## src/rtl/servo_cmd_pkg.sv

```systemverilog
// Shared constants and state encodings for the servo UART command controller.
package servo_cmd_pkg;

  localparam logic [7:0] ST_ACK    = 8'h06;
  localparam logic [7:0] ST_CLAMP  = 8'h07;
  localparam logic [7:0] ST_NAK    = 8'h15;
  localparam logic [7:0] TERM_BYTE = 8'h0A;
  localparam int         REPLY_LEN = 4;

  typedef enum logic [2:0] {
    P_IDLE  = 3'd0,
    P_B1    = 3'd1,
    P_B2    = 3'd2,
    P_CK    = 3'd3,
    P_TERM  = 3'd4,
    P_APPLY = 3'd5
  } parse_t;

  typedef enum logic [1:0] {
    R_IDLE = 2'd0,
    R_LOAD = 2'd1,
    R_WAIT = 2'd2
  } resp_t;

endpackage

```

## src/rtl/servo_cmd_tx_seq.sv

```systemverilog
// Four-byte status responder: the code byte, then the width MSB first, paced by tx_busy.
module servo_cmd_tx_seq
  import servo_cmd_pkg::*;
(
  input  logic        clk,
  input  logic        resetn,
  input  logic        req,
  input  logic [7:0]  req_code,
  input  logic [23:0] req_width,
  input  logic        tx_busy,
  output logic        tx_en,
  output logic [7:0]  tx_data,
  output logic        active,
  output logic        drop
);

  localparam logic [1:0] LAST = 2'(REPLY_LEN - 1);

  resp_t       st, nxt;
  logic [1:0]  idx, wcnt;
  logic [23:0] wbuf;

  always_comb begin
    nxt   = st;
    tx_en = 1'b0;
    case (st)
      R_IDLE: if (req) nxt = R_LOAD;
      R_LOAD: if (!tx_busy) begin
        tx_en = 1'b1;
        nxt   = R_WAIT;
      end
      // The UART may take a couple of cycles to raise busy, so it is not trusted until then.
      R_WAIT: if (wcnt == 2'd2 && !tx_busy) nxt = (idx == LAST) ? R_IDLE : R_LOAD;
      default: nxt = R_IDLE;
    endcase
  end

  assign active = (st != R_IDLE);
  assign drop   = req && active;

  always_ff @(posedge clk or negedge resetn) begin
    if (!resetn) begin
      st      <= R_IDLE;
      idx     <= '0;
      wcnt    <= '0;
      wbuf    <= '0;
      tx_data <= '0;
    end else begin
      st <= nxt;
      case (st)
        R_IDLE: if (req) begin
          tx_data <= req_code;
          wbuf    <= req_width;
          idx     <= '0;
        end
        R_LOAD: wcnt <= '0;
        R_WAIT: begin
          if (wcnt != 2'd2) wcnt <= wcnt + 2'd1;
          else if (!tx_busy && idx != LAST) begin
            idx     <= idx + 2'd1;
            tx_data <= wbuf[23:16];
            wbuf    <= {wbuf[15:0], 8'h00};
          end
        end
        default: ;
      endcase
    end
  end

endmodule

```

## src/rtl/servo_cmd_ctrl.sv

```systemverilog
// Servo command parser: framed 24-bit width, clamp, width register and status reply.
// Optional checksum byte enabled by defining SERVO_CMD_CHECKSUM_EN.
module servo_cmd_ctrl
  import servo_cmd_pkg::*;
#(
  parameter int CLK_HZ      = 27_000_000,
  parameter int DEFAULT_PW  = 54054,
  parameter int MIN_PW      = 27000,
  parameter int MAX_PW      = 67500,
  parameter int TIMEOUT_CYC = CLK_HZ / 10
) (
  input  logic        clk,
  input  logic        resetn,
  input  logic        rx_valid,
  input  logic [7:0]  rx_data,
  input  logic        tx_busy,
  output logic        tx_en,
  output logic [7:0]  tx_data,
  output logic [23:0] pwm_width,
  output logic        pw_update,
  output logic [3:0]  status
);

  localparam int          TW    = $clog2(TIMEOUT_CYC + 1);
  localparam logic [23:0] MIN_W = 24'(MIN_PW);
  localparam logic [23:0] MAX_W = 24'(MAX_PW);
  localparam logic [23:0] DEF_W = 24'(DEFAULT_PW);
  localparam logic [TW-1:0] TO_LAST = TW'(TIMEOUT_CYC - 1);

  parse_t        st, nxt;
  logic [7:0]    w2, w1, w0;
  logic [23:0]   w_raw, w_clamp;
  logic [7:0]    apply_code, req_code;
  logic [TW-1:0] idle_cnt;
  logic          term_ok, timeout, rej_now;
  logic          req, drop, active, tog, rej, ovr;
`ifdef SERVO_CMD_CHECKSUM_EN
  logic [7:0]    ck;
`endif

  assign w_raw = {w2, w1, w0};

  always_comb begin
    w_clamp    = w_raw;
    apply_code = ST_ACK;
    if (w_raw < MIN_W) begin
      w_clamp    = MIN_W;
      apply_code = ST_CLAMP;
    end else if (w_raw > MAX_W) begin
      w_clamp    = MAX_W;
      apply_code = ST_CLAMP;
    end
  end

`ifdef SERVO_CMD_CHECKSUM_EN
  assign term_ok = (rx_data == TERM_BYTE) && (ck == (w2 ^ w1 ^ w0));
`else
  assign term_ok = (rx_data == TERM_BYTE);
`endif

  // A byte arriving on the expiry cycle wins over the timeout.
  assign timeout = (idle_cnt == TO_LAST) && !rx_valid;
  assign rej_now = (st == P_TERM) && rx_valid && !term_ok;

  always_comb begin
    nxt = st;
    case (st)
      P_IDLE:  if (rx_valid) nxt = P_B1;
      P_B1:    if (rx_valid) nxt = P_B2;
`ifdef SERVO_CMD_CHECKSUM_EN
      P_B2:    if (rx_valid) nxt = P_CK;
      P_CK:    if (rx_valid) nxt = P_TERM;
`else
      P_B2:    if (rx_valid) nxt = P_TERM;
`endif
      P_TERM:  if (rx_valid) nxt = term_ok ? P_APPLY : P_IDLE;
      P_APPLY: nxt = P_IDLE;
      default: nxt = P_IDLE;
    endcase
    if (st != P_IDLE && st != P_APPLY && timeout) nxt = P_IDLE;
  end

  always_ff @(posedge clk or negedge resetn) begin
    if (!resetn) begin
      st       <= P_IDLE;
      idle_cnt <= '0;
      w2       <= '0;
      w1       <= '0;
      w0       <= '0;
`ifdef SERVO_CMD_CHECKSUM_EN
      ck       <= '0;
`endif
    end else begin
      st <= nxt;
      if (st == P_IDLE || st == P_APPLY || rx_valid) idle_cnt <= '0;
      else                                            idle_cnt <= idle_cnt + 1'b1;
      if (rx_valid) begin
        case (st)
          P_IDLE: w2 <= rx_data;
          P_B1:   w1 <= rx_data;
          P_B2:   w0 <= rx_data;
`ifdef SERVO_CMD_CHECKSUM_EN
          P_CK:   ck <= rx_data;
`endif
          default: ;
        endcase
      end
    end
  end

  always_ff @(posedge clk or negedge resetn) begin
    if (!resetn) begin
      pwm_width <= DEF_W;
      pw_update <= 1'b0;
      req       <= 1'b0;
      req_code  <= '0;
      tog       <= 1'b0;
      rej       <= 1'b0;
      ovr       <= 1'b0;
    end else begin
      pw_update <= 1'b0;
      req       <= 1'b0;
      if (st == P_APPLY) begin
        pwm_width <= w_clamp;
        pw_update <= 1'b1;
        tog       <= ~tog;
        req       <= 1'b1;
        req_code  <= apply_code;
      end
      if (rej_now) begin
        rej      <= 1'b1;
        req      <= 1'b1;
        req_code <= ST_NAK;
      end
      if (drop) ovr <= 1'b1;
    end
  end

  // The responder samples pwm_width one cycle after APPLY, so it sees the updated value.
  servo_cmd_tx_seq u_tx (
    .clk       (clk),
    .resetn    (resetn),
    .req       (req),
    .req_code  (req_code),
    .req_width (pwm_width),
    .tx_busy   (tx_busy),
    .tx_en     (tx_en),
    .tx_data   (tx_data),
    .active    (active),
    .drop      (drop)
  );

  assign status = {active, ovr, rej, tog};

endmodule

```

## config.mk

```make
export PLATFORM = sky130hd
export DESIGN_NAME = servo_cmd_ctrl
export DESIGN_NICKNAME = d
export VERILOG_FILES = /design/src/rtl/servo_cmd_pkg.sv /design/src/rtl/servo_cmd_tx_seq.sv /design/src/rtl/servo_cmd_ctrl.sv
export SDC_FILE = /design/constraint.sdc
export NUM_CORES = 1
export LEC_CHECK = 0
export CORE_ASPECT_RATIO = 1.4
export CORE_MARGIN = 5
export CORE_UTILIZATION = 44
export DETAILED_ROUTE_END_ITERATION = 6
export DONT_BUFFER_PORTS = 1
export SLEW_MARGIN = 20
export SYNTH_ARGS = -nofsm -noshare
export SYNTH_HDL_FRONTEND = slang
export SYNTH_SLANG_ARGS = --single-unit
```

## constraint.sdc

```tcl
create_clock -name clk -period 2.5 [get_ports clk]
set_input_delay 0.25 -clock clk [delete_from_list [all_inputs] [get_ports clk]]
set_output_delay 0.25 -clock clk [all_outputs]
set_load 0.03 [all_outputs]
```

==> results of run 1 <==
worst paths after layout:
check	from	to	slack, ps	cells after the start
max in group asynchronous	resetn	pwm_width[5]$_DFFE_PN1P_	2740	0
min in group clk	rx_valid	st[1]$_DFFE_PN0P_	60	2
max	w2[7]$_DFFE_PN0P_	pwm_width[3]$_DFFE_PN0P_	300	4
min reg2reg	req_code[2]$_DFFE_PN0P_	req_code[2]$_DFFE_PN0P_	470	1
min	resetn	u_tx.tx_data[4]$_DFFE_PN0P_	-470	0
max reg2reg	w2[7]$_DFFE_PN0P_	pwm_width[3]$_DFFE_PN0P_	300	4
layout make-up:
class                           count  area share
Sequential cell                   120       0.488
Multi-Input combinational cell    323       0.348
Clock buffer                       18      0.0712
Tap cell                          147      0.0298
Clock inverter                     14      0.0286
Timing Repair Buffer               17      0.0264
Inverter                           12     0.00730
cell families (layout without fill, tap and decap cells):
group	after synthesis	count (layout)
AND/OR/NAND/NOR	166	166
flip-flops	120	120
AO/OA/AOI/OAI	99	99
multiplexers	41	41
buffers and inverters	38	61
XOR/XNOR	14	14
adder cells (fa/ha/maj)	3	3
registers in the layout, summed over array words and instances (netlist names):
register      count
idle_cnt         22
w2                8
tog               1
u_tx.idx          2
u_tx.st           2
req               1
u_tx.tx_data      8
w0                8
req_code          4
pw_update         1
u_tx.wcnt         2
pwm_width        24
w1                8
u_tx.wbuf        24
st                3
ovr               1
rej               1
cells in the mapped netlist (all sizes together), types with 2 or more instances:
cell type | n | area share
clkbuf | 16 | 0.011
or2 | 4 | 0.0047
dfrtp | 112 | 0.53
nor3 | 14 | 0.015
a32o | 3 | 0.0056
nor2b | 4 | 0.0047
nand3 | 13 | 0.012
ha | 3 | 0.0071
buf | 10 | 0.013
nor3b | 4 | 0.0056
a211o | 2 | 0.0033
o21bai | 2 | 0.0028
nand2b | 3 | 0.0035
nor4bb | 2 | 0.0038
and4 | 4 | 0.0066
mux2 | 23 | 0.049
o32a | 4 | 0.0075
a22o | 10 | 0.016
a22oi | 2 | 0.0028
o31ai | 5 | 0.0071
xnor2 | 10 | 0.016
nand4 | 6 | 0.0071
o22ai | 3 | 0.0035
o211ai | 2 | 0.0028
a21oi | 16 | 0.015
dfstp | 8 | 0.040
a21o | 3 | 0.0042
o21a | 3 | 0.0042
nor4 | 6 | 0.0071
nor2 | 19 | 0.013
or4 | 13 | 0.020
nand2 | 56 | 0.040
o21ai | 37 | 0.035
nand3b | 2 | 0.0028
or3 | 4 | 0.0047
xor2 | 4 | 0.0066
mux2i | 18 | 0.034
inv | 12 | 0.0085
o22a | 3 | 0.0049
and2 | 9 | 0.011
cell usage in the layout (no fill, tap or decap), drive strengths merged, types with 6 or more instances in the layout:
cell type,instances
mux2i,18
nand2,56
clkbuf,18
dlygate4sd3,9
nand3,13
buf,8
and2,9
xnor2,10
nor3,14
o21ai,37
nor4,6
clkinv,6
dfrtp,112
a22o,10
mux2,23
inv,12
nand4,6
dfstp,8
or4,13
nor2,19
a21oi,16
routing by layer:
| metal | track usage | vias to the layer above | wire (µm) |
|---|---|---|---|
| li1 | - | 1757 | - |
| met1 | 0.199 | 1807 | 4600 |
| met2 | 0.290 | 82 | 6170 |
| met3 | 0.0706 | 12 | 818 |
| met4 | 0.0532 | 0 | 131 |
| met5 | 0 | - | 0 |
power by group through the flow:
stage               Clock, mW  Sequential, mW  Combinational (mW)
global placement            0            3.47                1.54
CTS                      2.55            3.47                1.62
finish                   2.50            3.46                1.60
detailed placement          0            3.50                1.59
global route             2.63            3.55                1.79
floorplan                   0            3.17                1.45
==> flow_summary.yaml, run 1 <==
final_layout:
  diodes: 0
  synthToLayoutAreaGrowth_pct: 15.9
  fillers: 1039
  final_cell_area_um2: 6170
  fin_cells: 651
  drive_gt1_frac: 0.163
  multi_input_area_um2: 2150
  seq_area_um2: 3010
  final_core_util: 0.522
  finalNetCount: 506
setup_path:
  path_cells: "or4_4 > or4_4 > a211o_1 > o32a_1"
  arrival_ps: 2490
  crit_buf_inv: 0
  endpoint_kind: "flip-flop"
  cp.required_ps: 2790
  cpPeakStageDelay_ps: 550
  critPathMaxFanout: 9
  crit_family: "simple AND/OR/NAND/NOR gates"
  crit_path_frequent_cell: "or4_4"
  start_kind: "flip-flop"
  cpMaxStageDelayCell: "or4_4"
  path_class: "reg -> reg"
global_routing:
  grt_pass1_wl_um: 19500
  track_usage: 0.173
  overflow: 0
  grt_pass1_vias: 3785
  grt_max_degree: 121
  antenna_found_initial: 0
sta:
  slew_viol_final: 0
  hold_violations: 120
  finalHoldWorstSlack_ps: -465
  fmaxAchievable_ghz: 0.455
  min_period_ps: 2200
  maxSlewHeadroom: 0.514
  worst_pin_slew_ps: 725
  clock_skew_ps: 5.64
  rsz0062_at_grt: "no"
  finalSetupTns_ps: 0
  setup_viol: 0
  post-route-period-util: 0.879
  layout_setup_ws_ps: 302
run_status:
  outcome: "finished with violations"
  violations: "negative hold slack"
logic_synthesis:
  synth_fa_ha_area_frac: 0.00705
  synth_seq_area_share: 0.566
  yosysUniqueCellTypes: 53
  synth-simple-area-share: 0.166
  synth_compound_area_frac: 0.123
  synthFlopType: "dfrtp_1"
  synthArstFlopShare: 1.00
  synth_edf_count: 0
  yosys-mux-area-fraction: 0.0825
  syn-num-nets: 496
  synth_area_per_cell_um2: 11.1
  synth_xor_area_frac: 0.0230
  syn-cell-area_um2: 5320
  synth_seq_cells: 120
  synth_top_family_by_area: "simple AND/OR/NAND/NOR gates"
  ys_warn_count: 0
  syn_inst: 481
route:
  route.vias.total: 3658
  dr.first_iter.drc_count: 178
  post_drt_via_cell_ratio: 5.62
  drc: 0
  antenna_left: 0
  dr.pass1.iters: 4
  post_drt_wl_per_cell_um: 18.0
  routed_wl_um: 11700
clocking:
  cts_tree: "done"
  hold_buffers: 9
  cts_setup_buffers: 0
  cts-root-buf: "clkbuf_16"
  cts.sinks: 120
  cts_buffer_depth: 2
  cts_buffers: 17
  cts-htree-levels: 4
  cts.repair.resized: 0
  clkLatencyLatePin_ps: 410
  clk_pin_slew_worst_paths_ps: 60
power_and_ir_drop:
  pwr_density_cell_nw_per_um2: 1220
  p_seq_frac: 0.458
  swShare: 0.347
  irDropWorstVdd_mv: 0.500
  total_leakage_power_nw: 2.60
  combPwrFrac: 0.211
  internal_power_mw: 4.93
  clkPwrFrac: 0.331
  p_sw_mw: 2.62
  fin_total_pwr_mw: 7.55
place:
  place_area_um2: 5460
  hpwl_um: 8100
  dp.cells: 610
  place_ws_ps: 330
  place_congestion: 0.852
  io_buffers: 0
floorplanning:
  floorplan.initialDensity: 0.450
  io_pins: 50
  die_x_um: 103
  coreArea_um2: 11800
  rows: 47
  die_area_um2: 14400
  dieHeight_um: 140
hold_path:
  min_path_type: "in -> async"
run:
  maxCapViolations: 0
Power figures use the tool's default switching activity.
==> run 2, diff against run 1 <==
--- a/config.mk
+++ b/config.mk
@@ -10,6 +10,7 @@
 export CORE_UTILIZATION = 44
 export DETAILED_ROUTE_END_ITERATION = 6
 export DONT_BUFFER_PORTS = 1
+export MAX_ROUTING_LAYER = met4
 export SLEW_MARGIN = 20
 export SYNTH_ARGS = -nofsm -noshare
 export SYNTH_HDL_FRONTEND = slang
==> run 2 against run 1 <==
Against the previous run: the run still ends with negative hold slack left; worst hold slack better by 2.9 ps; clock power hardly changed; final area stayed put; fmax is 0.14% lower; sequential cell count stayed put; clock skew is 1.3 ps higher; wire length is 0.26% higher; critical endpoint unchanged; largest cell class unchanged.
==> flow_summary.yaml, run 2 (same netlist as run 1, synthesis figures left out) <==
setup_path:
  path_class: "reg -> reg"
  arrival_ps: 2490
  endpoint_kind: "flip-flop"
  start_kind: "flip-flop"
  cp.required_ps: 2790
  critPathMaxFanout: 9
floorplanning:
  rows: 47
  die_area_um2: 14400
  dieHeight_um: 140
  coreArea_um2: 11800
  io_pins: 50
  floorplan.initialDensity: 0.450
  die_x_um: 103
final_layout:
  final_cell_mix: "dfrtp_1 (112), nand2_1 (56), o21ai_0 (37)"
  synthToLayoutAreaGrowth_pct: 15.9
  finalNetCount: 506
  top_regs: "pwm_width (24), u_tx.wbuf (24), idle_cnt (22)"
  drive_gt1_frac: 0.163
  layout_commonest_cell: "dfrtp_1"
  final_cell_area_um2: 6170
  diodes: 0
clocking:
  cts.repair.resized: 0
  cts_buffers: 17
  clkLatencyLatePin_ps: 410
  cts.sinks: 120
  clk_pin_slew_worst_paths_ps: 60
  cts_tree: "done"
  cts-root-buf: "clkbuf_16"
  hold_buffers: 9
  cts-htree-levels: 4
  cts_setup_buffers: 0
  cts_buffer_depth: 2
hold_path:
  min_path_type: "in -> async"
route:
  dr.first_iter.drc_count: 218
  dr.pass1.iters: 4
  drc: 0
  route.vias.total: 3670
  routed_wl_um: 11700
  antenna_left: 0
  post_drt_wl_per_cell_um: 18.0
  post_drt_via_cell_ratio: 5.64
power_and_ir_drop:
  fin_total_pwr_mw: 7.55
  pwr_density_cell_nw_per_um2: 1220
  total_leakage_power_nw: 2.60
  irDropWorstVdd_mv: 0.501
sta:
  hold_violations: 120
  worst_pin_slew_ps: 718
  fmaxAchievable_ghz: 0.454
  post-route-period-util: 0.881
  layout_setup_ws_ps: 299
  min_period_ps: 2200
  clock_skew_ps: 6.93
  rsz0062_at_grt: "no"
  maxSlewHeadroom: 0.519
  setup_viol: 0
  finalSetupTns_ps: 0
  slew_viol_final: 0
  finalHoldWorstSlack_ps: -463
place:
  hpwl_um: 8100
  place_area_um2: 5460
  io_buffers: 0
  place_congestion: 0.866
  place_ws_ps: 330
run_status:
  violations: "negative hold slack"
  outcome: "finished with violations"
global_routing:
  grt_pass1_vias: 3792
  grt_max_degree: 121
  antenna_found_initial: 0
  overflow: 0
  track_usage: 0.178
  grt_pass1_wl_um: 19500
run:
  maxCapViolations: 0
==> run 2: cell counts in the layout (fill, tap and decap cells not counted) <==
Identical to the previous run, type by type.
==> run 2: report_power, final <==
part           total, mW  switching [mW]  internal [mW]
Sequential          3.46           0.908           2.55
Combinational       1.60           0.809          0.787
Clock               2.50           0.901           1.60
Total               7.55            2.62           4.93
==> run 2: layout make-up <==
cell class | count | area, µm²
Timing Repair Buffer | 17 | 163
Clock inverter | 14 | 176
Fill cell | 1039 | 5650
Tap cell | 147 | 184
Sequential cell | 120 | 3010
Clock buffer | 18 | 439
Multi-Input combinational cell | 323 | 2150
Inverter | 12 | 45.0
==> run 2: worst max-delay path: stages, from the launching register on <==
cell     delay, ps
dfrtp_1        370
or4_4          550
or4_4          500
a211o_1        350
o32a_1         300
==> run 2: layer usage <==
metal  GRT usage  vias up  routed length, µm
met5           -        -                  0
met4      0.0532        0                117
met3      0.0682       10                775
met2       0.290       88               6180
met1       0.201     1818               4680
li1            -     1754                  -
==> run 2: path summary, 6_finish.rpt <==
kind	from	end	slack, ps	depth (start not counted)
setup / recovery	w2[7]$_DFFE_PN0P_	pwm_width[3]$_DFFE_PN0P_	300	4
hold / removal	resetn	u_tx.tx_data[4]$_DFFE_PN0P_	-460	0
setup reg to reg	w2[7]$_DFFE_PN0P_	pwm_width[3]$_DFFE_PN0P_	300	4
hold reg to reg	req_code[2]$_DFFE_PN0P_	req_code[2]$_DFFE_PN0P_	470	1
max in group asynchronous	resetn	pwm_width[12]$_DFFE_PN1P_	2730	0
min in group clk	rx_valid	st[1]$_DFFE_PN0P_	60	2
==> run 2: stage by stage <==
step	cells	util
finish	651	0.522
global route	651	0.522
CTS	651	0.522
global placement	610	0.462
detailed placement	610	0.462
floorplan	481	-
